### src/rtl/alu_pkg.sv
// Shared ALU operation codes and datapath widths for the execute/write-back stage.
package alu_pkg;

    localparam int DATA_W = 32;
    localparam int REG_AW = 5;

    localparam logic [2:0] ALU_AND = 3'b000;
    localparam logic [2:0] ALU_OR  = 3'b001;
    localparam logic [2:0] ALU_ADD = 3'b010;
    localparam logic [2:0] ALU_SUB = 3'b110;
    localparam logic [2:0] ALU_SLT = 3'b111;

    function automatic logic alu_code_legal(input logic [2:0] code);
        return (code == ALU_AND) || (code == ALU_OR) || (code == ALU_ADD) ||
               (code == ALU_SUB) || (code == ALU_SLT);
    endfunction

endpackage

### src/rtl/reg_file_2r1w.sv
// Register file: two operand read ports, one debug read port, ALU and loader write ports.
// Register 0 is hard zero; the ALU write wins when both ports target the same register.
module reg_file_2r1w
    import alu_pkg::*;
#(
    parameter int DATA_W = alu_pkg::DATA_W,
    parameter int NREGS  = 32,
    parameter int AW     = $clog2(NREGS)
) (
    input  logic              clk,
    input  logic              reset,
    input  logic [AW-1:0]     ra_addr,
    output logic [DATA_W-1:0] ra_data,
    input  logic [AW-1:0]     rb_addr,
    output logic [DATA_W-1:0] rb_data,
    input  logic [AW-1:0]     dbg_addr,
    output logic [DATA_W-1:0] dbg_data,
    input  logic              alu_we,
    input  logic [AW-1:0]     alu_addr,
    input  logic [DATA_W-1:0] alu_data,
    input  logic              ld_we,
    input  logic [AW-1:0]     ld_addr,
    input  logic [DATA_W-1:0] ld_data
);

    logic [DATA_W-1:0] regs [NREGS];

    logic alu_commit;
    logic ld_commit;

    assign alu_commit = alu_we && (alu_addr != '0);
    assign ld_commit  = ld_we && (ld_addr != '0) && !(alu_commit && (alu_addr == ld_addr));

    always_ff @(posedge clk) begin
        if (reset) begin
            for (int i = 0; i < NREGS; i++) begin
                regs[i] <= '0;
            end
        end else begin
            if (ld_commit) begin
                regs[ld_addr] <= ld_data;
            end
            if (alu_commit) begin
                regs[alu_addr] <= alu_data;
            end
        end
    end

    // Register 0 is never written, but the explicit zero keeps reads independent of that.
    assign ra_data  = (ra_addr == '0)  ? '0 : regs[ra_addr];
    assign rb_data  = (rb_addr == '0)  ? '0 : regs[rb_addr];
    assign dbg_data = (dbg_addr == '0) ? '0 : regs[dbg_addr];

endmodule

### src/rtl/alu_regfile_exec.sv
// Execute/write-back stage: reads rs/rt, runs the ALU, writes rd at the edge,
// and registers the result, flags and a retired-instruction count.
module alu_regfile_exec
    import alu_pkg::*;
#(
    parameter int DATA_W = alu_pkg::DATA_W,
    parameter int NREGS  = 32,
    parameter int AW     = $clog2(NREGS)
) (
    input  logic              clk,
    input  logic              reset,
    input  logic              instr_valid,
    input  logic [AW-1:0]     rs,
    input  logic [AW-1:0]     rt,
    input  logic [AW-1:0]     rd,
    input  logic [2:0]        ALU_ctrl,
    input  logic              reg_write,
    input  logic              init_we,
    input  logic [AW-1:0]     init_addr,
    input  logic [DATA_W-1:0] init_data,
    input  logic [AW-1:0]     dbg_addr,
    output logic [DATA_W-1:0] dbg_data,
    output logic [DATA_W-1:0] result_q,
    output logic              zero_q,
    output logic              illegal_q,
    output logic              result_valid,
    output logic [31:0]       retired_cnt
);

    logic [DATA_W-1:0] op_a;
    logic [DATA_W-1:0] op_b;
    logic [DATA_W-1:0] alu_result;
    logic              alu_illegal;
    logic              wb_en;

    reg_file_2r1w #(
        .DATA_W (DATA_W),
        .NREGS  (NREGS),
        .AW     (AW)
    ) u_reg_file (
        .clk      (clk),
        .reset    (reset),
        .ra_addr  (rs),
        .ra_data  (op_a),
        .rb_addr  (rt),
        .rb_data  (op_b),
        .dbg_addr (dbg_addr),
        .dbg_data (dbg_data),
        .alu_we   (wb_en),
        .alu_addr (rd),
        .alu_data (alu_result),
        .ld_we    (init_we),
        .ld_addr  (init_addr),
        .ld_data  (init_data)
    );

    always_comb begin
        alu_result  = '0;
        alu_illegal = 1'b0;
        case (ALU_ctrl)
            ALU_AND: alu_result = op_a & op_b;
            ALU_OR:  alu_result = op_a | op_b;
            ALU_ADD: alu_result = op_a + op_b;
            ALU_SUB: alu_result = op_a - op_b;
            ALU_SLT: alu_result = {{(DATA_W-1){1'b0}}, ($signed(op_a) < $signed(op_b))};
            default: alu_illegal = 1'b1;
        endcase
    end

    // rd==0 is filtered inside the register file; reset blocks the write there too.
    assign wb_en = instr_valid && reg_write && !alu_illegal;

    always_ff @(posedge clk) begin
        if (reset) begin
            result_q     <= '0;
            zero_q       <= 1'b0;
            illegal_q    <= 1'b0;
            result_valid <= 1'b0;
            retired_cnt  <= '0;
        end else if (instr_valid) begin
            result_q     <= alu_result;
            zero_q       <= (alu_result == '0);
            illegal_q    <= alu_illegal;
            result_valid <= 1'b1;
            retired_cnt  <= retired_cnt + 32'd1;
        end else begin
            result_valid <= 1'b0;
        end
    end

endmodule

### config.mk
export PLATFORM = sky130hd
export DESIGN_NAME = alu_regfile_exec
export DESIGN_NICKNAME = d
export VERILOG_FILES = /design/src/rtl/alu_pkg.sv /design/src/rtl/reg_file_2r1w.sv /design/src/rtl/alu_regfile_exec.sv
export SDC_FILE = /design/constraint.sdc
export NUM_CORES = 2
export LEC_CHECK = 0
export CORE_ASPECT_RATIO = 1.75
export CORE_UTILIZATION = 30
export CTS_BUF_LIST = sky130_fd_sc_hd__clkbuf_16
export DETAILED_ROUTE_END_ITERATION = 16
export DONT_BUFFER_PORTS = 1
export PLACE_DENSITY_LB_ADDON = 0.1
export SLEW_MARGIN = 20
export SYNTH_ARGS = -nofsm -noshare
export SYNTH_HDL_FRONTEND = slang
export SYNTH_SLANG_ARGS = --single-unit
### constraint.sdc
create_clock -name clk -period 6.7 [get_ports clk]
set_clock_uncertainty 0.2 [all_clocks]
set_input_delay 1.34 -clock clk [delete_from_list [all_inputs] [get_ports clk]]
set_output_delay 1.34 -clock clk [all_outputs]
set_load 0.1 [all_outputs]
==> summary.md <==
| Metric | Value |
|---|---|
| Outcome | finished, violations left |
| Failing checks | setup timing |
| Layout cells sized above 1 | 31.7% |
| P_sw | ~0.007 W |
| Routed vias/inst | approximately 6.5 |
| Max VDD drop | around 0.23 mV |
| Row cnt | approximately 240 |
| RePlAce Congestion | about 0.94 |
| Vias | 60000 |
| Tot GR Track Use | between 30% and 40% |
| Max-slew headroom | 2.80% |
| Clock Power Share | 33.6% |
| Num CTS Buffers | 118 |
| Crit Path Class | in2reg |
| Vias in the first global route | around 59000 |
| FF-to-FF Start | u_reg_file.regs[28][0]$_DFFE_PP_ |
| CTS tree | yes |
| H-tree depth | 3 |
| Total global routing overflow | 0 |
| Critical Path Sink Type | register |
| Seq cells post-synth | roughly 1100 |
| Fin crit period | about 6.8 ns |
| Final WL | 413 mm |
| Startpoint type of the worst setup path | input port |
| Crit-path slowest cell | mux4_2 |
| Synth cell types | between 90 and 100 |
| Switching Fraction | approximately a third |
| Drt pass-1 iters | 6 |
| Slew Viols, Final | 0 |
| Port Buffers | 0 |
| CP Buf/Inv Count | 3 |
| Int Power | about 0.014 W |
| Yosys warns | 0 |
| Clock net sink count | 1091 |
| DP Wirelength | between 200 and 250 mm |
| Die area | roughly 250000 µm² |
| Crit-path cells | mux4_2 > mux4_2 > nand2_1 > buf_12 > a21oi_1 > ha_1 > fa_1 > o21bai_1 > a211oi_1 > o211ai_1 > a21oi_2 > o21a_1 > o41ai_4 > buf_4 > o22a_1 > nor2_1 > a211oi_4 > buf_12 > o21ai_0 |
| Max Cap Viol | 0 |
| Post-Synthesis Cell Area | roughly 74000 µm² |
| Dpl cells | about 9000 |
| Tcrit/Tclk final | 101% |
| DIE HEIGHT | about 660 µm |
| TNS Setup | -0.606 ns |
| Synth async-reset ratio | 0% |
| Worst Min Path Start | reset |
| Core Box Area | approximately 250000 µm² |
| Cells on worst reg2reg path | 19 |
| Combinational share of power | between 20% and 30% |
| First-pass GRT wire length | between 500 and 600 mm |
| Hold Crit Depth | 1 |
| Worst r2r dst | u_reg_file.regs[5][24]$_DFFE_PP_ |
| Fin util | 34.9% |
| Final hold viol count | 0 |
| Worst stage delay on the critical path | 0.64 ns |
| Total Power | 0.0205 W |
| DR DRC count | 0 |
| Area share of the largest cell type after synthesis | between 40% and 50% |
| Top cells by area, synth | edfxtp_1 (41%), mux4_2 (29%), o21ai_0 (4.5%) |
| Worst Path Arrival | roughly 7 ns |
| CTS max path bufs | 3 |
| Syn Inst Count | 5829 |
| CTS clk-pin slew, worst paths | 0.06 ns |
| Post-route insts no fill | between 9000 and 10000 |
| Most common cell in the synthesized netlist | edfxtp_1 |
| PnR worst setup slack | -0.0706 ns |
| Worst Tran Pin Value | between 1 and 1.5 ns |
| Dpl cell area | 81200 µm² |
| Leakage | 29.3 nW |
| Sequential share of power | 39.5% |
| Number of synthesized flops with an enable pin | between 1000 and 1500 |
| Post-synth top cells | edfxtp_1 (1024), mux4_2 (960), nand2_1 (806) |
| Clk Latency, worst-skew pair | ~0.84 ns |
| Syn avg cell area | 12.7 µm² |
| # setup viols final | 29 |
| Crit path max fanout | roughly 260 |
| Post-Layout Inst Area | about 86000 µm² |
| R2R Setup Slk | a little under 0.9 ns |
| Root Buffer | clkbuf_16 |
| Crit path required time | around 7.0 ns |
| Iteration-0 DRC count of the detailed router | 7619 |
| Die W | about 380 µm |
| Initial Utilization | 30.2% |
| Min-Delay Endpoint | result_q[12]$_SDFFE_PP0P_ |
| Synth Flop Type | edfxtp_1 |
| Seq/Total Area, Yosys | a little over two fifths |
| Post-route ant nets | 0 |
| DR WL/cell | approximately 45 µm |
| Filler cells | between 20000 and 25000 |
| CP top delay family | compound AO/OA/AOI/OAI gates |
| Final net count | about 6000 |
| Synth area leader | edfxtp_1 |
| Fmax | approximately 150 MHz |
| Worst hold path class | in2reg |
| Initial antenna violation count | 21 |
| Largest net degree at the start of global routing | between 200 and 300 |
| # IOs | between 150 and 200 |
| Area delta synth->final | 15.5% |
| PwrDens | 239 nW/µm² |
==> timing repair <==
item / 4_1_cts / 5_1_grt
gates resized for setup: 0 / 5
hold buffers: 0 / 0
endpoints found under the setup margin: 0 / 1024
buffers inserted: 0 / 10
hold endpoints to repair: 0 / 0
==> stage by stage <==
stage | setup WS [ns] | hold slack (ns)
floorplan | 0.000463 | 0.714
global placement | -0.810 | 0.568
detailed placement | -0.790 | 0.579
CTS | 0.0218 | 0.389
global route | -0.00704 | 0.391
finish | -0.0706 | 0.418
==> layout make-up <==
cell class / instances / area (µm²) / area share [%]
antenna: 15 / 37.5 / 0.0438
clock buffer: 122 / 3050 / 3.56
clock inverter: 103 / 826 / 0.963
inverter: 128 / 480 / 0.560
multi-input combinational: 3945 / 39800 / 46.3
sequential: 1091 / 32100 / 37.4
tap: 3280 / 4100 / 4.78
timing repair buffer: 561 / 5440 / 6.34
==> power groups by stage <==
| stage | logic [W] | registers (W) | clock network (W) |
|---|---|---|---|
| finish | 0.00551 | 0.00809 | 0.00688 |
| global route | 0.00567 | 0.00812 | 0.00717 |
| CTS | 0.00522 | 0.00808 | 0.00696 |
| detailed placement | 0.00521 | 0.00823 | 0 |
| global placement | 0.00521 | 0.00821 | 0 |
| floorplan | 0.00308 | 0.00816 | 0 |
==> cells by family after synthesis <==
group | count (synthesis) | share of synthesized area [%]
multiplexers | 1033 | 30.1
AND/OR/NAND/NOR | 1347 | 7.85
AO/OA/AOI/OAI | 1392 | 12.3
flip-flops | 1091 | 43.2
adder cells (fa/ha/maj) | 99 | 1.69
other | 1 | 0.00505
XOR/XNOR | 42 | 0.495
buffers and inverters | 824 | 4.36
==> per-layer routing <==
layer | vias to the layer above | track usage, % | share of wire, %
met5 | - | 0 | 0
met4 | 0 | 23.6 | 8.9
met3 | 1237 | 6.80 | 8.7
met2 | 3865 | 53.4 | 48
met1 | 31800 | 36.2 | 34
li1 | 23100 | - | -
==> worst max path at each step <==
stage	startpoint	slack, ns	end	depth (start not counted)
finish	rt[1]	-0.07	u_reg_file.regs[5][24]$_DFFE_PP_	19
CTS	rt[0]	0.02	u_reg_file.regs[5][24]$_DFFE_PP_	19
global placement	rt[0]	-0.81	u_reg_file.regs[8][28]$_DFFE_PP_	19
global route	rs[0]	-0.007	u_reg_file.regs[27][30]$_DFFE_PP_	22
floorplan	rs[1]	0.0005	u_reg_file.regs[12][30]$_DFFE_PP_	22
detailed placement	rt[0]	-0.79	u_reg_file.regs[5][24]$_DFFE_PP_	19
==> state kept, by name (all words and copies together), names as in the netlist <==
name / flops
result_q: 32
retired_cnt: 32
illegal_q: 1
u_reg_file.regs: 1024
zero_q: 1
result_valid: 1
==> worst register-to-register path, cell delays in order (launching register included) <==
cell and delay [ns]:
edfxtp_1 0.43, mux4_2 0.47, mux4_2 0.58, nand2_1 0.16
buf_12 0.10, a21oi_1 0.15, ha_1 0.29, fa_1 0.46
o21bai_1 0.20, a211oi_1 0.12, o211ai_1 0.45, a21oi_2 0.15
o21a_1 0.25, o41ai_4 0.42, buf_4 0.19, o22a_1 0.12
nor2_1 0.07, a211oi_4 0.28, buf_12 0.22, o21ai_0 0.19
==> layout by cell type (no fill, tap or decap), types with 12 or more instances in the layout <==
cell type and instances:
nand2b_1 74, clkinv_2 31, or3_2 30, xor2_1 20, inv_1 146, nor2_1 153
diode_2 15, nor2_4 36, conb_1 32, buf_12 64, or3_1 12, nor2b_1 19
nand2_1 806, clkbuf_16 138, clkinv_1 24, o21ai_0 665, edfxtp_1 1024, a22o_1 373
nand4_1 20, buf_4 473, xnor2_1 22, mux4_2 960, a211oi_1 29, nor2_2 55
o21a_1 13, nand3_1 28, nor3_1 28, a21oi_1 108, mux2i_1 70, o31ai_1 12
a21o_1 53, dfxtp_1 66, and3_1 14, ha_1 97
Note: power is estimated with default switching activity, not from simulation.
